## config.mk

```make
export PLATFORM = sky130hd
export DESIGN_NAME = bidir_bus_ctrl_flat
export DESIGN_NICKNAME = d
export VERILOG_FILES = /design/src/rtl/bidir_bus_ctrl_if.sv /design/src/rtl/bidir_bus_ctrl.sv /design/src/flat_wrapper.sv
export SDC_FILE = /design/constraint.sdc
export NUM_CORES = 1
export LEC_CHECK = 0
export CORE_ASPECT_RATIO = 0.75
export CORE_MARGIN = 2
export CORE_UTILIZATION = 46
export DETAILED_ROUTE_END_ITERATION = 16
export HOLD_SLACK_MARGIN = 0.05
export PLACE_DENSITY = 0.87
export SYNTH_ARGS = -nofsm -noshare
export SYNTH_HDL_FRONTEND = slang
export SYNTH_SLANG_ARGS = --single-unit
```

## constraint.sdc

```tcl
create_clock -name clk -period 2.58 [get_ports clk]
set_clock_uncertainty 0.2 [all_clocks]
set_input_delay 0.387 -clock clk [delete_from_list [all_inputs] [get_ports clk]]
set_output_delay 0.387 -clock clk [all_outputs]
set_load 0.01 [all_outputs]
```

## src/rtl/bidir_bus_ctrl_if.sv

```systemverilog
// bidir_bus_ctrl_if: request/response and pad signals of one half-duplex tristate pad group.
// master = requester and pad side, slave = the controller.
interface bidir_bus_ctrl_if #(parameter int WIDTH = 8);
    logic             req_valid;
    logic             req_ready;
    logic             req_wr;
    logic [WIDTH-1:0] req_wdata;
    logic             rsp_valid;
    logic [WIDTH-1:0] rsp_rdata;
    logic             busy;
    logic             io_t;
    logic [WIDTH-1:0] io_o;
    logic [WIDTH-1:0] io_i;
    modport master (output req_valid, req_wr, req_wdata, io_i,
                    input  req_ready, rsp_valid, rsp_rdata, busy, io_t, io_o);
    modport slave  (input  req_valid, req_wr, req_wdata, io_i,
                    output req_ready, rsp_valid, rsp_rdata, busy, io_t, io_o);
endinterface

```

## src/rtl/bidir_bus_ctrl.sv

```systemverilog
// bidir_bus_ctrl: half-duplex tristate pad sequencer with a write turnaround gap and timed read sampling.
// Define BIDIR_BUS_CTRL_SYNC_EN to pass io_i through a 2-flop synchronizer (adds 2 read cycles).
module bidir_bus_ctrl #(
    parameter int WIDTH    = 8,
    parameter int TURN_CYC = 1,
    parameter int RD_WAIT  = 2
) (
    input logic             clk,
    input logic             rst_n,
    bidir_bus_ctrl_if.slave bus
);
    logic [WIDTH-1:0] samp;
`ifdef BIDIR_BUS_CTRL_SYNC_EN
    localparam int RD_LEN = RD_WAIT + 2;
    logic [WIDTH-1:0] sync0, sync1;
    always_ff @(posedge clk or negedge rst_n) begin
        if (!rst_n) begin
            sync0 <= '0;
            sync1 <= '0;
        end else begin
            sync0 <= bus.io_i;
            sync1 <= sync0;
        end
    end
    assign samp = sync1;
`else
    localparam int RD_LEN = RD_WAIT;
    assign samp = bus.io_i;
`endif
    // Synchronized reads can need one extra counter bit for the longest RD_WAIT.
    localparam int CW = RD_LEN > 16 ? 5 : 4;
    typedef enum logic [1:0] {IDLE, WR, TURN, RD} state_t;
    state_t        state;
    logic [CW-1:0] cnt;
    assign bus.req_ready = state == IDLE;
    assign bus.busy      = state != IDLE;
    always_ff @(posedge clk or negedge rst_n) begin
        if (!rst_n) begin
            state         <= IDLE;
            cnt           <= '0;
            bus.io_t      <= 1'b0;
            bus.io_o      <= '0;
            bus.rsp_valid <= 1'b0;
            bus.rsp_rdata <= '0;
        end else begin
            bus.rsp_valid <= 1'b0;
            case (state)
                IDLE: if (bus.req_valid) begin
                    state <= bus.req_wr ? WR : RD;
                    cnt   <= CW'(RD_LEN - 1);
                    if (bus.req_wr) begin
                        bus.io_t <= 1'b1;
                        bus.io_o <= bus.req_wdata;
                    end
                end
                WR: begin
                    state    <= TURN;
                    cnt      <= CW'(TURN_CYC - 1);
                    bus.io_t <= 1'b0;
                end
                TURN: if (cnt == '0) state <= IDLE; else cnt <= cnt - CW'(1);
                RD: if (cnt == '0) begin
                    state         <= IDLE;
                    bus.rsp_valid <= 1'b1;
                    bus.rsp_rdata <= samp;
                end else begin
                    cnt <= cnt - CW'(1);
                end
                default: state <= IDLE;
            endcase
        end
    end
endmodule

```

## src/flat_wrapper.sv

```systemverilog
// flat-port wrapper written by rule: the top's interface ports become plain ports
module bidir_bus_ctrl_flat 
#(
    parameter int WIDTH    = 8,
    parameter int TURN_CYC = 1,
    parameter int RD_WAIT  = 2
)
  (clk, rst_n, bus_req_valid, bus_req_wr, bus_req_wdata, bus_io_i, bus_req_ready, bus_rsp_valid, bus_rsp_rdata, bus_busy, bus_io_t, bus_io_o);
  bidir_bus_ctrl_if #(.WIDTH(WIDTH)) bus_i ();
  input logic clk;
  input logic rst_n;
  input wire logic [$bits(bus_i.req_valid)-1:0] bus_req_valid;
  input wire logic [$bits(bus_i.req_wr)-1:0] bus_req_wr;
  input wire logic [$bits(bus_i.req_wdata)-1:0] bus_req_wdata;
  input wire logic [$bits(bus_i.io_i)-1:0] bus_io_i;
  output wire logic [$bits(bus_i.req_ready)-1:0] bus_req_ready;
  output wire logic [$bits(bus_i.rsp_valid)-1:0] bus_rsp_valid;
  output wire logic [$bits(bus_i.rsp_rdata)-1:0] bus_rsp_rdata;
  output wire logic [$bits(bus_i.busy)-1:0] bus_busy;
  output wire logic [$bits(bus_i.io_t)-1:0] bus_io_t;
  output wire logic [$bits(bus_i.io_o)-1:0] bus_io_o;
  assign bus_i.req_valid = bus_req_valid;
  assign bus_i.req_wr = bus_req_wr;
  assign bus_i.req_wdata = bus_req_wdata;
  assign bus_i.io_i = bus_io_i;
  assign bus_req_ready = bus_i.req_ready;
  assign bus_rsp_valid = bus_i.rsp_valid;
  assign bus_rsp_rdata = bus_i.rsp_rdata;
  assign bus_busy = bus_i.busy;
  assign bus_io_t = bus_i.io_t;
  assign bus_io_o = bus_i.io_o;
  bidir_bus_ctrl #(.WIDTH(WIDTH), .TURN_CYC(TURN_CYC), .RD_WAIT(RD_WAIT)) u_core (.clk(clk), .rst_n(rst_n), .bus(bus_i));
endmodule
```

==> qor.csv, run 1 <==
metric,value,unit
viasPerCell,5.32,
grt_max_degree,25,
place_ws,0.469,ns
ys_seq_area_share,57.2,%
die_x,59.2,µm
hpwlAfterDp,1620,µm
grt_pass1_vias,744,
routed_wl,1980,µm
critPathLaunchType,flip-flop,
n_antenna_cell,0,
post_cts_buffers,0,
cts_inserted_buffers,3,
finalHoldViolCount,0,
postSynthAreaPerCell,13.1,µm²
io_buffers,39,
slew_headroom,75.8,%
clock_path_buffers,2,
clock_latency,0.30,ns
tritoncts,done,
setup_viol,0,
power,0.00166,W
nets,144,
cts.sinks,24,
r2r_cells,5,
post-synth-top-area-cell,dfrtp_1,
max_freq,0.451,GHz
reg2reg_slack,0.66,ns
yosys_most_used_dff,dfrtp_1,
max_stage_delay,0.56,ns
grt-ovfl-total,0,
ys_top_cells_by_area,"dfrtp_1, mux2_2, ha_1",
clk_pin_slew_worst_paths,0.11,ns
die_h,45.4,µm
cp_max_fo,10,
maxCapViolations,0,
synthTopCellsByCount,"dfrtp_1, mux2_2, inv_1",
synth_area,0.00105,mm²
ctsResizeCount,0,
synth_most_common_cell,dfrtp_1,
die_area,0.00268,mm²
cp_cell_sequence,nor2_2 > clkdlybuf4s50_1,
cp_slowest_cell,clkdlybuf4s50_1,
h-tree-depth,1,
hold_buffers,0,
netlist.area_leader.share,57.2,%
initial_core_util,50.4,%
ant_nets,0,
rsz0062_at_grt,false,
synth_edf_count,0,
p_leak,0.628,nW
antenna_found_initial,0,
min_path_type,input port to asynchronous set/reset pin,
syn_inst,80,
area_growth,40.6,%
ys_seq_elements,24,
io_pins,40,
reg2reg_from,u_core.cnt[0]$_DFFE_PN0P_,
r2r_end,u_core.bus.rsp_rdata[6]$_DFFE_PN0P_,
period_needed,2.22,ns
coreArea,0.00208,mm²
cp.arrival,1.63,ns
synth_nets,102,
root_buffer,clkbuf_4,
track_usage,17.3,%
gp_congestion,0.822,
vdd.ir_drop.worst,0.589,mV
drt-pass1-iter-count,6,
setup-tns-final,0,ns
fin_crit_sh,85.9,%
design_area,0.00148,mm²
drc,0,
routedWlPerCell,13.8,µm
path_class,flip-flop to primary output,
maxSlewViolCount,0,
synth_warnings,0,
required,1.99,ns
synth_cell_types,28,
placed_cell_area,0.00145,mm²
rows,14,
end_kind,primary output,
power_density,1120,mW/mm²
synthArstFlopShare,100,%
vias,766,
drt_iter0_drc,14,
worst_slew_pin_slew,0.362,ns
grt_pass1_wl,3340,µm
drive_gt1_share,19.2,%
final.setup.worst_slack,0.365,ns
status,"finished, final reports clean",
how the worst max path moves through the flow:
| stage | startpoint | endpoint | cells past startpoint |
|---|---|---|---|
| final | u_core.state[1]$_DFFE_PN0P_ | bus_req_ready | 2 |
| after global routing | u_core.state[1]$_DFFE_PN0P_ | bus_busy | 3 |
| after CTS | u_core.state[1]$_DFFE_PN0P_ | bus_busy | 3 |
| after detailed placement | bus_req_valid | u_core.bus.io_o[0]$_DFFE_PN0P_ | 3 |
| after global placement | bus_req_valid | u_core.bus.io_o[2]$_DFFE_PN0P_ | 3 |
| after floorplan | u_core.cnt[0]$_DFFE_PN0P_ | u_core.bus.rsp_rdata[0]$_DFFE_PN0P_ | 5 |
registers in the layout, summed over array words and instances, names as in the netlist:
name                  flops
u_core.bus.io_t           1
u_core.state              2
u_core.bus.rsp_valid      1
u_core.bus.io_o           8
u_core.bus.rsp_rdata      8
u_core.cnt                4
area by class of cell:
type                            instances  area [µm²]
Fill cell                             158         608
Sequential cell                        24         601
Multi-Input combinational cell         48         407
Timing Repair Buffer                   40         398
Tap cell                               24        30.0
Clock buffer                            3        22.5
Inverter                                5        18.8
placed cells by master, fill, tap and decap left out, types with 2 or more instances in the layout:
cell / n
clkdlybuf4s50_1: 39
dfrtp_1: 24
mux2_2: 16
inv_1: 5
nand2_1: 4
a21oi_1: 3
clkbuf_4: 3
o21ai_0: 2
nor2_1: 2
or3_1: 2
nand2b_1: 2
ha_1: 2
power breakdown:
group	internal (W)	switching (W)	total, W	leakage (nW)
registers	0.000556	0.000132	0.000688	0.289
logic	0.000506	0.000318	0.000824	0.326
clock network	0.0000544	0.0000948	0.000149	0.0138
total	0.00112	0.000544	0.00166	0.628
routing by layer:
layer / share of wire [%] / track usage, % / routed length, µm / up-vias
met5: 0 / 0 / 0 / -
met3: 9.7 / 7.95 / 193 / 2
met2: 51 / 30.7 / 1020 / 32
met4: 0.60 / 4.09 / 12 / 0
met1: 38 / 19.2 / 757 / 371
li1: - / - / - / 361
cell families after synthesis:
kind of cell               Yosys count  share of synthesized area [%]
and+or+nand+nor                     19                           12.2
adders and majority gates            2                           2.38
DFF                                 24                           57.2
muxes                               17                           18.1
xor gates and xnor gates             1                          0.834
buffers and inverters                8                           4.05
AOI/OAI and AO/OA                    9                           5.25
critical path: cells and delay by family (launching register included):
| kind | cells | cell delay, ns |
|---|---|---|
| simple gates | 1 | 0.24 |
| flops | 1 | 0.53 |
| buf+inv | 1 | 0.56 |
per-stage QoR:
| stage | hold slack (ns) | util (%) | std cells |
|---|---|---|---|
| after floorplan | -0.109 | - | 80 |
| after global placement | 0.288 | 69.7 | 141 |
| after detailed placement | 0.298 | 69.7 | 141 |
| after CTS | 0.235 | 70.8 | 144 |
| after global routing | 0.246 | 70.8 | 144 |
| final | 0.239 | 70.8 | 144 |
(Power assumes the default switching activity.)
==> inputs of run 2 (changes only) <==
PLACE_DENSITY = 0.81   (was 0.87)
==> run 2 against run 1 <==
  * Clock power increased by 30%
  * Count of clock-buffer cells in the layout rose by 1
  * Die area unchanged
  * Total power up 3.4%
  * Core utilization increased by 0.66 points
  * Critical path depth stayed put
  * Flip-flop and latch count is the same
  * Sequential share of layout area down 0.38 points
  * Non-clock buffer count unchanged
  * Largest cell class unchanged
==> qor.csv, run 2 (synthesis gave the netlist of run 1 again) <==
metric,value,unit,change
status,"finished, final reports clean",,
min_path_type,input port to asynchronous set/reset pin,,
nets,144,,unchanged
coreArea,0.00208,mm²,unchanged
cts_inserted_buffers,3,,unchanged
final_cells,145,,+0.69%
reg2reg_slack,0.61,ns,-0.05 ns
tritoncts,done,,
vdd.ir_drop.worst,0.568,mV,-3.7%
io_pins,40,,unchanged
path_class,flip-flop to primary output,,
post_cts_buffers,0,,unchanged
grt_max_degree,25,,unchanged
worst_slew_pin_slew,0.371,ns,+0.00812 ns
die_x,59.2,µm,unchanged
rows,14,,unchanged
hold_slack,0.215,ns,-0.0236 ns
setup-tns-final,0,ns,unchanged
maxCapViolations,0,,unchanged
grt-ovfl-total,0,,unchanged
drt_iter0_drc,23,,+9
fillCellCount,164,,+3.8%
period_needed,2.25,ns,+0.0339 ns
die_h,45.4,µm,unchanged
max_freq,0.445,GHz,-1.5%
r2r_end,u_core.bus.rsp_rdata[7]$_DFFE_PN0P_,,
hold_buffers,0,,unchanged
vias,778,,+1.6%
final.setup.worst_slack,0.331,ns,-0.0339 ns
clk_pin_slew_worst_paths,0.12,ns,about the same
drive_gt1_share,19.8,%,+0.67 points
fin_crit_sh,87.2,%,+1.3 points
reg2reg_from,u_core.cnt[0]$_DFFE_PN0P_,,
cp_slowest_cell,clkdlybuf4s50_1,,
routed_wl,2090,µm,+5.4%
r2r_cells,5,,unchanged
io_buffers,39,,unchanged
crit_buf_inv,1,,unchanged
power_density,1150,mW/mm²,+2.5%
slew_headroom,75.3,%,-0.54 points
p_leak,0.635,nW,+1.1%
required,1.99,ns,about the same
ctsResizeCount,0,,unchanged
finalHoldViolCount,0,,unchanged
cp_max_fo,10,,unchanged
gp_congestion,0.831,,+1.1%
initial_core_util,50.4,%,unchanged
place_ws,0.491,ns,+0.0220 ns
clock_latency,0.31,ns,about the same
cp.arrival,1.66,ns,+0.03 ns
end_kind,primary output,,
max_stage_delay,0.57,ns,about the same
rsz0062_at_grt,false,,
n_antenna_cell,0,,unchanged
antenna_found_initial,0,,unchanged
routedWlPerCell,14.4,µm,+4.7%
seq_area,601,µm²,unchanged
largestRegisters,"u_core.bus.io_o: 8 flops, u_core.bus.rsp_rdata: 8 flops, u_core.cnt: 4 flops",,
die_area,0.00268,mm²,unchanged
drc,0,,unchanged
dp.cells,141,,unchanged
h-tree-depth,1,,unchanged
cts.sinks,24,,unchanged
track_usage,17.8,%,+0.46 points
drt-pass1-iter-count,4,,-2
cp_cell_sequence,nor2_2 > clkdlybuf4s50_1,,
area_growth,42.0,%,
hpwlAfterDp,1660,µm,+2.5%
clock_path_buffers,2,,unchanged
ant_nets,0,,unchanged
multi_input_area,407,µm²,unchanged
maxSlewViolCount,0,,unchanged
grt_pass1_wl,3460,µm,+3.7%
viasPerCell,5.37,,+0.87%
setup_viol,0,,unchanged
final_cell_mix,"clkdlybuf4s50_1, dfrtp_1, mux2_2, inv_1, nand2_1",,
root_buffer,clkbuf_4,,
grt_pass1_vias,807,,+8.5%
crit_family,buffers and inverters,,
critPathLaunchType,flip-flop,,
layout_commonest_cell,clkdlybuf4s50_1,,
==> run 2: cell count changes in the layout (fill, tap and decap cells not counted), sizes merged <==
cell	previous run	this run
clkbuf	3	4
==> run 2: area by class of cell <==
cell class | instances | share of cell area, %
tap | 24 | 2.02
clock buffer | 4 | 2.43
multi-input combinational | 48 | 27.3
inverter | 5 | 1.26
timing repair buffer | 40 | 26.7
sequential | 24 | 40.3
==> run 2: worst max path at each step <==
stage | start | end | slack, ns | cells past startpoint
after floorplan | u_core.cnt[0]$_DFFE_PN0P_ | u_core.bus.rsp_rdata[0]$_DFFE_PN0P_ | 0.86 | 5
after global placement | bus_req_valid | u_core.bus.io_o[3]$_DFFE_PN0P_ | 0.53 | 3
after detailed placement | bus_req_valid | u_core.bus.io_o[6]$_DFFE_PN0P_ | 0.49 | 3
after CTS | u_core.state[1]$_DFFE_PN0P_ | bus_req_ready | 0.31 | 2
after global routing | u_core.state[1]$_DFFE_PN0P_ | bus_req_ready | 0.25 | 2
final | u_core.state[1]$_DFFE_PN0P_ | bus_req_ready | 0.33 | 2
==> run 2: report_power, final <==
| part | internal [W] | switching (W) |
|---|---|---|
| Clock | 0.0000861 | 0.000108 |
| Sequential | 0.000556 | 0.000131 |
| Combinational | 0.000507 | 0.000329 |
| Total | 0.00115 | 0.000568 |
==> run 2: metal layers <==
layer | vias up | track usage, % | part of all wire (%)
met3 | 0 | 6.82 | 8.5
met1 | 375 | 21.1 | 43
met5 | - | 0 | 0
met2 | 38 | 31.6 | 49
li1 | 365 | - | -
met4 | 0 | 2.73 | 0
==> run 2: metrics by stage <==
stage                     cell area, µm²  power [W]  utilization [%]
final                               1490    0.00172             71.5
after global routing                1490    0.00184             71.5
after CTS                           1490    0.00174             71.5
after detailed placement            1450    0.00154             69.7
after global placement              1450    0.00149             69.7
after floorplan                     1050    0.00112                -
==> inputs of run 3 (changes only) <==
TNS_END_PERCENT = 100   (was unset)
==> results of run 3 <==
Final layout, timing and power as in run 2 (identical DEF).
